<file path="config.mk">
export PLATFORM = sky130hd
export DESIGN_NAME = iir_biquad_seq
export DESIGN_NICKNAME = d
export VERILOG_FILES = /design/src/rtl/iir_biquad_seq_pkg.sv /design/src/rtl/multaddsub_add_sign_7_6.sv /design/src/rtl/iir_biquad_seq.sv
export SDC_FILE = /design/constraint.sdc
export NUM_CORES = 1
export LEC_CHECK = 0
export CAP_MARGIN = 20
export CORE_MARGIN = 2
export CORE_UTILIZATION = 25
export DETAILED_ROUTE_END_ITERATION = 8
export PLACE_DENSITY = 0.47
export SETUP_SLACK_MARGIN = 0.3
export SLEW_MARGIN = 15
export SYNTH_ARGS = -nofsm -noshare
export SYNTH_HDL_FRONTEND = slang
export SYNTH_SLANG_ARGS = --single-unit
</file>
<file path="constraint.sdc">
create_clock -name clk -period 6.5 [get_ports clk]
set_input_delay 1.3 -clock clk [delete_from_list [all_inputs] [get_ports clk]]
set_output_delay 1.3 -clock clk [all_outputs]
set_load 0.01 [all_outputs]
</file>
<file path="src/rtl/iir_biquad_seq_pkg.sv">
// Shared types and constants for the sequential biquad IIR filter.
package iir_biquad_seq_pkg;

  localparam int DEF_A_WIDTH = 7;
  localparam int DEF_B_WIDTH = 6;
  localparam int ACC_WIDTH   = DEF_A_WIDTH + DEF_B_WIDTH;

  typedef enum logic [1:0] {
    ST_IDLE = 2'd0,
    ST_MAC  = 2'd1,
    ST_OUT  = 2'd2
  } state_t;

  localparam logic [2:0] TAP_B0  = 3'd0;
  localparam logic [2:0] TAP_B1  = 3'd1;
  localparam logic [2:0] TAP_B2  = 3'd2;
  localparam logic [2:0] TAP_FB1 = 3'd3;
  localparam logic [2:0] TAP_FB2 = 3'd4;

endpackage

</file>
<file path="src/rtl/multaddsub_add_sign_7_6.sv">
// Combinational signed multiply-add: c = a*b + din, wrapping at C_W bits.
module multaddsub_add_sign_7_6
  import iir_biquad_seq_pkg::*;
#(
  parameter int A_W = DEF_A_WIDTH,
  parameter int B_W = DEF_B_WIDTH,
  parameter int C_W = ACC_WIDTH
) (
  input  logic signed [A_W-1:0] a,
  input  logic signed [B_W-1:0] b,
  input  logic signed [C_W-1:0] din,
  output logic signed [C_W-1:0] c
);

  assign c = C_W'(a) * C_W'(b) + din;

endmodule

</file>
<file path="src/rtl/iir_biquad_seq.sv">
// Sequential biquad IIR: one multiply-add per cycle over five taps.
// Optional output saturation enabled by defining IIR_SAT_EN (default: wrap).
//
// state   | meaning
// IDLE    | waiting for an input sample, in_ready high
// MAC     | accumulating taps 0..4, one product per cycle
// OUT     | presenting out_sample until out_ready
module iir_biquad_seq
  import iir_biquad_seq_pkg::*;
#(
  parameter int A_WIDTH    = DEF_A_WIDTH,
  parameter int B_WIDTH    = DEF_B_WIDTH,
  parameter int FRAC_SHIFT = 4
) (
  input  logic                       clk,
  input  logic                       reset,
  input  logic                       in_valid,
  output logic                       in_ready,
  input  logic signed [A_WIDTH-1:0]  in_sample,
  input  logic signed [B_WIDTH-1:0]  coef_b0,
  input  logic signed [B_WIDTH-1:0]  coef_b1,
  input  logic signed [B_WIDTH-1:0]  coef_b2,
  input  logic signed [B_WIDTH-1:0]  coef_fb1,
  input  logic signed [B_WIDTH-1:0]  coef_fb2,
  output logic                       out_valid,
  input  logic                       out_ready,
  output logic signed [A_WIDTH-1:0]  out_sample,
  output logic                       ovf
);

  localparam int ACC_W = A_WIDTH + B_WIDTH;

  state_t                    state;
  logic [2:0]                tap;
  logic signed [ACC_W-1:0]   acc;
  logic signed [ACC_W-1:0]   mac_sum;
  logic signed [A_WIDTH-1:0] x, x1, x2, y1, y2;
  logic signed [A_WIDTH-1:0] op_a;
  logic signed [B_WIDTH-1:0] op_b;
  logic signed [A_WIDTH-1:0] fmt_val;
  logic                      fmt_ovf;

  always_comb begin
    op_a = '0;
    op_b = '0;
    case (tap)
      TAP_B0:  begin op_a = x;  op_b = coef_b0;  end
      TAP_B1:  begin op_a = x1; op_b = coef_b1;  end
      TAP_B2:  begin op_a = x2; op_b = coef_b2;  end
      TAP_FB1: begin op_a = y1; op_b = coef_fb1; end
      TAP_FB2: begin op_a = y2; op_b = coef_fb2; end
      default: begin op_a = '0; op_b = '0;       end
    endcase
  end

  multaddsub_add_sign_7_6 #(
    .A_W (A_WIDTH),
    .B_W (B_WIDTH),
    .C_W (ACC_W)
  ) u_mac (
    .a   (op_a),
    .b   (op_b),
    .din (acc),
    .c   (mac_sum)
  );

`ifdef IIR_SAT_EN
  localparam logic signed [ACC_W-1:0] SAT_MAX = {{(B_WIDTH+1){1'b0}}, {(A_WIDTH-1){1'b1}}};
  localparam logic signed [ACC_W-1:0] SAT_MIN = {{(B_WIDTH+1){1'b1}}, {(A_WIDTH-1){1'b0}}};

  logic signed [ACC_W-1:0] shifted;

  always_comb begin
    shifted = mac_sum >>> FRAC_SHIFT;
    fmt_val = shifted[A_WIDTH-1:0];
    fmt_ovf = 1'b0;
    if (shifted > SAT_MAX) begin
      fmt_val = SAT_MAX[A_WIDTH-1:0];
      fmt_ovf = 1'b1;
    end else if (shifted < SAT_MIN) begin
      fmt_val = SAT_MIN[A_WIDTH-1:0];
      fmt_ovf = 1'b1;
    end
  end
`else
  always_comb begin
    fmt_val = A_WIDTH'(mac_sum >>> FRAC_SHIFT);
    fmt_ovf = 1'b0;
  end
`endif

  always_ff @(posedge clk) begin
    if (reset) begin
      state      <= ST_IDLE;
      tap        <= '0;
      acc        <= '0;
      x          <= '0;
      x1         <= '0;
      x2         <= '0;
      y1         <= '0;
      y2         <= '0;
      out_sample <= '0;
      ovf        <= 1'b0;
      out_valid  <= 1'b0;
      in_ready   <= 1'b1;
    end else begin
      case (state)
        ST_IDLE: begin
          if (in_valid) begin
            x        <= in_sample;
            acc      <= '0;
            tap      <= TAP_B0;
            in_ready <= 1'b0;
            state    <= ST_MAC;
          end
        end
        ST_MAC: begin
          acc <= mac_sum;
          if (tap == TAP_FB2) begin
            // final tap: format the complete sum and advance the delay line
            out_sample <= fmt_val;
            ovf        <= fmt_ovf;
            out_valid  <= 1'b1;
            x2         <= x1;
            x1         <= x;
            y2         <= y1;
            y1         <= fmt_val;
            state      <= ST_OUT;
          end else begin
            tap <= tap + 3'd1;
          end
        end
        ST_OUT: begin
          if (out_ready) begin
            out_valid <= 1'b0;
            in_ready  <= 1'b1;
            state     <= ST_IDLE;
          end
        end
        default: state <= ST_IDLE;
      endcase
    end
  end

endmodule

</file>
==> Yosys cells after proc, flatten, opt, wreduce, memory -nomap -nowiden <==
Cells that the tools add are included.
{ "word_totals": {"out_inout_bits": 10, "wordCells": 52, "ff_bits": 55, "inputBits": 41} }
{ "classes": {"n_addsub": 2, "eq_ne": 10, "n_mux": 17, "n_reduce_logical": 12, "mul": 1} }
{ "op_table": {"columns": ["operator", "count"], "rows": [
  ["case mux 7 bit (5 select lines)", 1],
  ["case mux 6 bit (5 select lines)", 1],
  ["case mux 13 bit (2 select lines)", 1],
  ["adder 13 bit", 1],
  ["multiplier 7 x 6 -> 13 bit", 1],
  ["2-to-1 mux 13 bit", 1],
  ["AND reduction 3 bit", 4],
  ["!= test 2 bit, second input constant", 4],
  ["equality test 3 x 2 -> 1 bit, second input constant", 2],
  ["2-to-1 mux 2 bit", 3],
  ["2-to-1 mux 3 bit", 2],
  ["case mux 2 bit (3 select lines)", 1],
  ["case mux 3 bit (2 select lines)", 1],
  ["AND reduction 2 bit", 3],
  ["nonzero test 2 bit", 3],
  ["2-to-1 mux 1 bit", 4],
  ["case mux 1 bit (2 select lines)", 2],
  ["adder 3 x 1 -> 3 bit, second input constant", 1],
  ["equality test 3 x 1 -> 1 bit, second input constant", 1],
  ["equality test 3 bit, second input constant", 1],
  ["zero test 3 bit", 1],
  ["equality test 2 x 1 -> 1 bit, second input constant", 1],
  ["equality test 2 bit, second input constant", 1],
  ["zero test 2 bit", 1]
]} }

==> Longest topological paths before layout <==
Gate-level depths: netlist (run 1).
{ "depth": {"word_depth": 5, "mapped_depth": 23, "ltp_nobuf": 22} }

==> Cells and area by module <==
Synthesis (run 1) repeated with hierarchy kept, for this count alone.
{ "unflattened": {"hier_cells": 513, "hier_area_um2": 4359.2} }
{ "modules_own_cells": {"columns": ["mod", "seq_area_each_um2", "instances", "area_each_um2", "cells_per_inst"], "rows": [
  ["iir_biquad_seq", 1101.1, 1, 2378.5, 281],
  ["multaddsub_add_sign_7_6", 0.0, 1, 1980.6, 232]
]} }

==> Worst setup path after synthesis (run 1) <==
No wires, ideal clock.
{ "synth_path": {"kind": "reg2reg", "startpoint": "register tap[2]", "endpoint": "register acc[10]", "slack_ns": 0.679, "path_buffers": 3, "path_stages_with_launch": 22, "synth_period_minus_slack_ns": 5.821, "t_arrival_ns": 5.759, "path_cell_list": "dfxtp_1 -> buf_2 -> buf_2 -> inv_1 -> ha_1 -> clkbuf_1 -> a222oi_1 -> nand2_1 -> fa_1 -> fa_1 -> inv_1 -> fa_1 -> inv_1 -> fa_1 -> inv_1 -> ha_1 -> o21ai_0 -> a21boi_0 -> o21a_1 -> o41a_1 -> or4_1 -> nand3_1"} }
{ "synth_between": {"elab_chain_len": 5} }
{ "synth_lines": {"columns": ["element", "line", "source"], "rows": [
  ["from (decl)", "iir_biquad_seq.sv:34", "logic [2:0] tap;"],
  ["from (signal assigned)", "iir_biquad_seq.sv:130", "tap <= tap + 3'd1;"],
  ["equality test 3 bit, or another cell as far along", "iir_biquad_seq.sv:46", "case (tap)"],
  ["case mux 7 bit (5 select lines) or case mux 6 bit (5 select lines) (tied branches)", "iir_biquad_seq.sv:46", null],
  ["multiplier 7 x 6 -> 13 bit (*)", "multaddsub_add_sign_7_6.sv:15", "assign c = C_W'(a) * C_W'(b) + din;"],
  ["adder 13 bit (*)", "multaddsub_add_sign_7_6.sv:15", null],
  ["case mux 13 bit (2 select lines) (*)", "iir_biquad_seq.sv:107", "case (state)"],
  ["to (signal assigned)", "iir_biquad_seq.sv:118", "acc <= mac_sum;"],
  ["to (decl)", "iir_biquad_seq.sv:35", "logic signed [ACC_W-1:0] acc;"]
]} }
Every way passes the cells marked *; elsewhere a longest branch is shown, timed or not.
A chain may end at the register's enable or synchronous reset.

==> Worst setup path after layout (run 1) <==
{ "layout_path": {"startpoint": "input coef_b0[1]", "endpoint": "register acc[10]"} }
{ "layout_between": {"elab_chain_len": 4} }
{ "layout_lines": {"columns": ["element", "line", "source"], "rows": [
  ["from (decl)", "iir_biquad_seq.sv:20", "input logic signed [B_WIDTH-1:0] coef_b0,"],
  ["case mux 6 bit (5 select lines)", "iir_biquad_seq.sv:46", null],
  ["multiplier 7 x 6 -> 13 bit", "multaddsub_add_sign_7_6.sv:15", null],
  ["adder 13 bit", "multaddsub_add_sign_7_6.sv:15", null],
  ["case mux 13 bit (2 select lines)", "iir_biquad_seq.sv:107", null]
]} }
Every way passes these cells.

==> results of run 1 <==
## tightest hold or removal path: stages (launching register included)
cell	delay, ps
dfxtp_1	310
nand2_1	50
a21oi_1	50
## power by group
part | total, mW | switching, mW | internal, mW | leakage (nW)
Sequential | 0.353 | 0.0124 | 0.340 | 0.430
Combinational | 0.534 | 0.282 | 0.251 | 1.52
Clock | 0.318 | 0.133 | 0.185 | 0.0859
Total | 1.20 | 0.428 | 0.777 | 2.03
## registers in the layout, summed over array words and instances, names as in the netlist
signal and count:
acc 11, in_ready 1, out_valid 1, state 2
tap 3, x 7, x1 7, x2 7
y1 7, y2 7
## through the flow
| step | total power, mW | instances |
|---|---|---|
| after floorplan | 0.702 | 474 |
| after global placement | 0.817 | 725 |
| after detailed placement | 0.824 | 726 |
| after CTS | 1.15 | 734 |
| after global routing | 1.30 | 744 |
| final | 1.20 | 744 |
## worst max-delay path by stage
| stage | from | end | slack, ps |
|---|---|---|---|
| 2_1_floorplan | tap[2]$_SDFFE_PP0P_ | acc[10]$_SDFFE_PP0P_ | 680 |
| 4_1_cts | coef_b1[2] | y1[6]$_SDFFE_PP0P_ | 360 |
| 3_5_place_dp | coef_b1[2] | y1[6]$_SDFFE_PP0P_ | 50 |
| 5_1_grt | coef_fb1[2] | acc[10]$_SDFFE_PP0P_ | 290 |
| 6_report | coef_b0[1] | acc[10]$_SDFFE_PP0P_ | 470 |
| 3_3_place_gp | coef_fb1[2] | acc[10]$_SDFFE_PP0P_ | 140 |
## cell type report
type / count / area [um2]
clock buffer: 5 / 125
clock inverter: 3 / 50.0
fill: 1630 / 10700
inverter: 57 / 214
multi-input combinational: 340 / 2660
sequential: 53 / 1060
tap: 216 / 270
timing repair buffer: 70 / 663
## per-layer routing
layer / part of all wire / up-vias / wire, um / track usage
met5: 0 / - / 0 / 0
met4: 0.0095 / 0 / 104 / 0.0304
met3: 0.037 / 7 / 406 / 0.0176
met2: 0.49 / 66 / 5340 / 0.225
met1: 0.46 / 1633 / 5060 / 0.177
li1: - / 1679 / - / -
## layout by cell type, fill, tap and decap left out, types with 2 or more instances in the layout
master | synthesis | routed
buf_6 | 3 | 2
o311ai_0 | 2 | 2
nand3_1 | 7 | 7
a32oi_1 | 5 | 5
mux2_2 | 2 | 2
buf_4 | 1 | 18
nor2_1 | 57 | 56
nand2_1 | 61 | 60
a21oi_1 | 36 | 35
clkbuf_16 | 0 | 5
inv_1 | 57 | 54
a22oi_1 | 16 | 16
o21ai_0 | 8 | 6
nor2_2 | 1 | 2
xnor2_1 | 12 | 12
inv_2 | 0 | 3
ha_1 | 30 | 27
fa_1 | 32 | 32
o21bai_1 | 2 | 2
o21a_2 | 1 | 4
a222oi_1 | 11 | 11
nand2b_1 | 6 | 6
o21a_1 | 8 | 5
nor3_1 | 4 | 3
nor2b_1 | 5 | 4
or2_2 | 7 | 7
dfxtp_1 | 53 | 53
mux2i_1 | 7 | 7
and2_1 | 3 | 3
ha_4 | 0 | 3
clkdlybuf4s50_1 | 0 | 48
or4_1 | 2 | 2
nand3b_1 | 5 | 5
## what timing repair did
item	CTS	global route
resized for setup	0	22
setup buffers	0	9
setup endpoints to repair	0	5
## cells by family (layout without fill, tap and decap cells)
group / after synthesis / in the layout / synth area share
and+or+nand+nor: 159 / 159 / 0.175
adders and majority gates: 62 / 62 / 0.256
buffers and inverters: 81 / 135 / 0.0840
muxes: 9 / 9 / 0.0233
DFF: 53 / 53 / 0.267
xor gates and xnor gates: 13 / 13 / 0.0286
AOI/OAI and AO/OA: 96 / 96 / 0.166
other: 1 / 1 / 0.000943
==> reports/metrics.yaml, run 1 <==
logic_synthesis:
  synth.area.top_cells: "dfxtp_1 (27%), fa_1 (16%), ha_1 (9.4%)"
  ys.flop_type: "dfxtp_1"
  synth_nets: 577
  synthTopCellsByCount: "nand2_1 (61), inv_1 (57), nor2_1 (57), dfxtp_1 (53), a21oi_1 (36)"
  ys_seq_elements: 53
  ys_seq_area_frac: 0.267
  syn_inst: 474
  yosysMostFrequentCell: "nand2_1"
  async_flop_share: 0
  synth_edf_count: 0
  synth_top_area_frac: 0.267
  yosysTopAreaCell: "dfxtp_1"
  yosys.cell_types.count: 42
  avgSynthCellArea_um2: 8.39
  yosysWarningCount: 0
  syn_area_um2: 3980
worst_setup_path:
  worst-path-stages: 18
  cpPeakStageDelay_ps: 540
  reg2reg_to: "acc[10]$_SDFFE_PP0P_"
  cp_max_fo: 5
  crit_chain: "clkdlybuf4s50_1 > a22oi_1 > o21a_2 > buf_4 > or2_2 > fa_1 > inv_1 > fa_1 > fa_1 > inv_1 > fa_1 > inv_2 > ha_4 > a21boi_2 > o21a_1 > o41a_1 > or4_1 > nand3_1"
  critical_path_class: "in -> reg"
  rr_worst_depth: 20
  cp.required_ps: 6750
  path_delay_family: "adder cells"
  worst_path_most_repeated_cell: "fa_1"
  cp.arrival_ps: 6280
  path_buf_inv: 5
  r2r_setup_slack_ps: 630
  cp-end-kind: "register"
  critical_path.slowest_cell: "or4_1"
  crit_path_start_kind: "primary input"
  reg2reg_from: "tap[1]$_SDFFE_PP0P_"
grt:
  grt_pass1_wl_um: 17300
  grt_pass1_vias: 3274
  grt_overflow: 0
  grt_max_degree: 61
  grt_usage: 0.132
  antenna_found_initial: 0
power_and_ir_drop:
  p_leak_nw: 2.03
  p_per_area_nw_per_um2: 239
  ir_worst_vdd_mv: 0.0952
route:
  routedWlPerCell_um: 14.7
  routed-via-count: 3385
  ant_nets: 0
  vias_per_cell: 4.55
  wirelength_um: 10900
  dr.pass1.iters: 5
  drc_errors: 0
  drtIter0Drc: 164
placement:
  place_hpwl_um: 8380
  gp_congestion: 0.864
  place_area_um2: 4700
  pre_cts_slack_ps: 47.5
  io_buffers: 49
cells_and_area:
  fin_util: 0.321
  area_growth_pct: 26.8
  final_area_um2: 5040
  diodes: 0
  drive_gt1_frac: 0.108
  nets: 630
sta:
  drv_slew: 0
  fin_crit_sh: 0.928
  worst_pin_slew_ps: 1060
  rsz0062_at_grt: "no"
  finalSetupViolCount: 0
  hold_violations: 0
  fin_tns_setup_ps: 0
  fmax_mhz: 166
  layout_setup_ws_ps: 469
  fin_skew_ps: 7.99
  period_needed_ps: 6030
  hold_slack_ps: 456
  maxSlewHeadroom: 0.290
worst_hold_path:
  worstHoldEndpoint: "x2[5]$_SDFFE_PP0P_"
  hold_path_depth: 2
  hold_start: "x2[5]$_SDFFE_PP0P_"
  hold_class: "reg -> reg"
cts:
  cts_hold_buf: 0
  clock_sinks: 53
  htreeDepth: 2
  cts_made_buffers: 5
  clk_latency_ps: 300
  cts_tree: "yes"
  cts_root_buf: "clkbuf_16"
  cts_buffer_depth: 2
  clk_pin_slew_ps: 80
die:
  die_w_um: 130
  initial_utilization: 0.253
  core_um2: 15700
  dieArea_um2: 16900
  die_h_um: 130
  num_rows: 46
  io_pins: 51
job:
  maxCapViolCount: 0
status:
  status: "finished, final reports clean"
Power figures use the tool's default switching activity.
==> run 2: changes to the inputs <==
--- a/config.mk
+++ b/config.mk
@@ -7,4 +7,5 @@
 export LEC_CHECK = 0
 export CAP_MARGIN = 20
+export CORE_ASPECT_RATIO = 1.25
 export CORE_MARGIN = 2
 export CORE_UTILIZATION = 25
==> constraint.sdc (replaced) <==
create_clock -name clk -period 6.5 [get_ports clk]
set_input_delay 1.3 -clock clk [delete_from_list [all_inputs] [get_ports clk]]
set_output_delay 1.3 -clock clk [all_outputs]
set_load 0.05 [all_outputs]
==> run 2 against run 1 <==
- non-clock buffer count grew 3
- cell area rose by 0.62%
- sequential share of layout area decreased by 0.13 points
- clock-buffer cell count grew 2
- highest routed layer unchanged
==> reports/metrics.yaml, run 2 (synthesized netlist as in run 1, its figures left out) <==
cts:
  cts_root_buf: "clkbuf_16"
  cts_buffer_depth: 2
  cts_hold_buf: 0
  cts_tree: "yes"
  clk_latency_ps: 290
  clock_sinks: 53
  htreeDepth: 2
  clk_pin_slew_ps: 70
  cts_made_buffers: 5
cells_and_area:
  layout_common_cells: "nand2_1 (61), nor2_1 (55), dfxtp_1 (53)"
  diodes: 0
  area_growth_pct: 27.6
  final_area_um2: 5070
  fin_util: 0.326
  layout_commonest_cell: "nand2_1"
  nets: 633
  drive_gt1_frac: 0.119
  largest_register: "acc"
  largest_reg_flops: 11
  num-fill-cells: 1661
grt:
  grt_usage: 0.135
  grt_pass1_wl_um: 18100
  antenna_found_initial: 0
  grt_pass1_vias: 3470
  grt_max_degree: 61
  grt_overflow: 0
sta:
  worst_pin_slew_ps: 1060
  fin_crit_sh: 0.927
  rsz0062_at_grt: "no"
  fin_skew_ps: 4.43
  finalSetupViolCount: 0
  hold_violations: 0
  fmax_mhz: 166
  maxSlewHeadroom: 0.289
  drv_slew: 0
  fin_tns_setup_ps: 0
  hold_slack_ps: 455
  period_needed_ps: 6030
worst_setup_path:
  cp.required_ps: 6730
  cp_max_fo: 4
  critical_path_class: "in -> reg"
  cp-end-kind: "register"
  crit_path_start_kind: "primary input"
  cp.arrival_ps: 6260
die:
  core_um2: 15600
  num_rows: 51
  io_pins: 51
  initial_utilization: 0.255
  die_h_um: 145
  dieArea_um2: 16900
  die_w_um: 117
route:
  vias_per_cell: 4.57
  routed-via-count: 3399
  drc_errors: 0
  ant_nets: 0
  dr.pass1.iters: 5
  routedWlPerCell_um: 14.8
  drtIter0Drc: 208
  wirelength_um: 11000
power_and_ir_drop:
  p_int_uw: 789
  pwr-share-comb: 0.451
  ir_worst_vdd_mv: 0.141
  pwr-share-seq: 0.293
  p_sw_frac: 0.346
  p_sw_uw: 418
  p_leak_nw: 2.06
  clockPowerShare: 0.256
  p_per_area_nw_per_um2: 238
placement:
  io_buffers: 49
  gp_congestion: 0.850
  place_hpwl_um: 8660
  place_area_um2: 4740
worst_hold_path:
  hold_class: "reg -> reg"
job:
  maxCapViolCount: 0
status:
  status: "finished, final reports clean"
run 2: cell count changes in the layout (fill, tap and decap cells not counted), sizes merged:
cell           previous run  this run
clkbuf                    5         7
inv                      58        57
dlymetal6s2s              0         2
buf                      22        25
clkinv                    1         0
clkdlybuf4s50            48        46
run 2: timing repair:
item	4_1_cts	5_1_grt
resized for setup	2	31
pin swaps	0	25
buffers inserted	0	6
endpoints found under the setup margin	1	6
run 2: power groups by stage:
stage	logic [mW]	registers, mW	clock network (mW)
CTS	0.496	0.353	0.322
global route	0.625	0.356	0.330
finish	0.544	0.354	0.309
global placement	0.485	0.361	0
floorplan	0.347	0.358	0
detailed placement	0.490	0.361	0
run 2: worst max-delay path, stage by stage:
cell and delay (ps):
clkdlybuf4s50_1 390, a222oi_1 470, o21a_1 240, buf_4 120
buf_6 90, nor2_2 40, fa_1 460, ha_1 300
inv_2 40, fa_1 470, inv_1 50, fa_1 440
ha_1 300, nor2b_4 140, o21ai_4 170, a21boi_2 80
o21a_1 210, o41a_1 400, or4_1 470, nand3_1 80
run 2: path summary, 6_finish.rpt:
| kind | startpoint | endpoint | slack (ps) | depth (start not counted) |
|---|---|---|---|---|
| setup reg to reg | tap[0]$_SDFFE_PP0P_ | acc[10]$_SDFFE_PP0P_ | 650 | 19 |
| setup / recovery | coef_fb2[0] | acc[10]$_SDFFE_PP0P_ | 470 | 20 |
| hold / removal | x2[1]$_SDFFE_PP0P_ | x2[1]$_SDFFE_PP0P_ | 460 | 2 |
| hold reg to reg | x2[1]$_SDFFE_PP0P_ | x2[1]$_SDFFE_PP0P_ | 460 | 2 |
run 2: routing by layer:
layer,vias up,global-route usage,share of wire
met3,9,0.0142,0.018
met4,0,0.0359,0.015
met2,46,0.234,0.53
met1,1663,0.178,0.43
met5,-,0,0
li1,1681,-,-
run 2: layout make-up:
cell class | count | area (um2) | area share
Inverter | 57 | 214 | 0.0422
Sequential cell | 53 | 1060 | 0.209
Multi-Input combinational cell | 340 | 2680 | 0.529
Tap cell | 212 | 265 | 0.0523
Timing Repair Buffer | 73 | 678 | 0.134
Clock buffer | 7 | 143 | 0.0281
Clock inverter | 1 | 30.0 | 0.00592
run 2: through the flow:
step / std cells / power, mW / worst slack (ps)
after detailed placement: 729 / 0.851 / 0.504
after global routing: 743 / 1.31 / 284
final: 743 / 1.21 / 473
after floorplan: 474 / 0.705 / 679
after CTS: 737 / 1.17 / 333
after global placement: 729 / 0.846 / 62.6
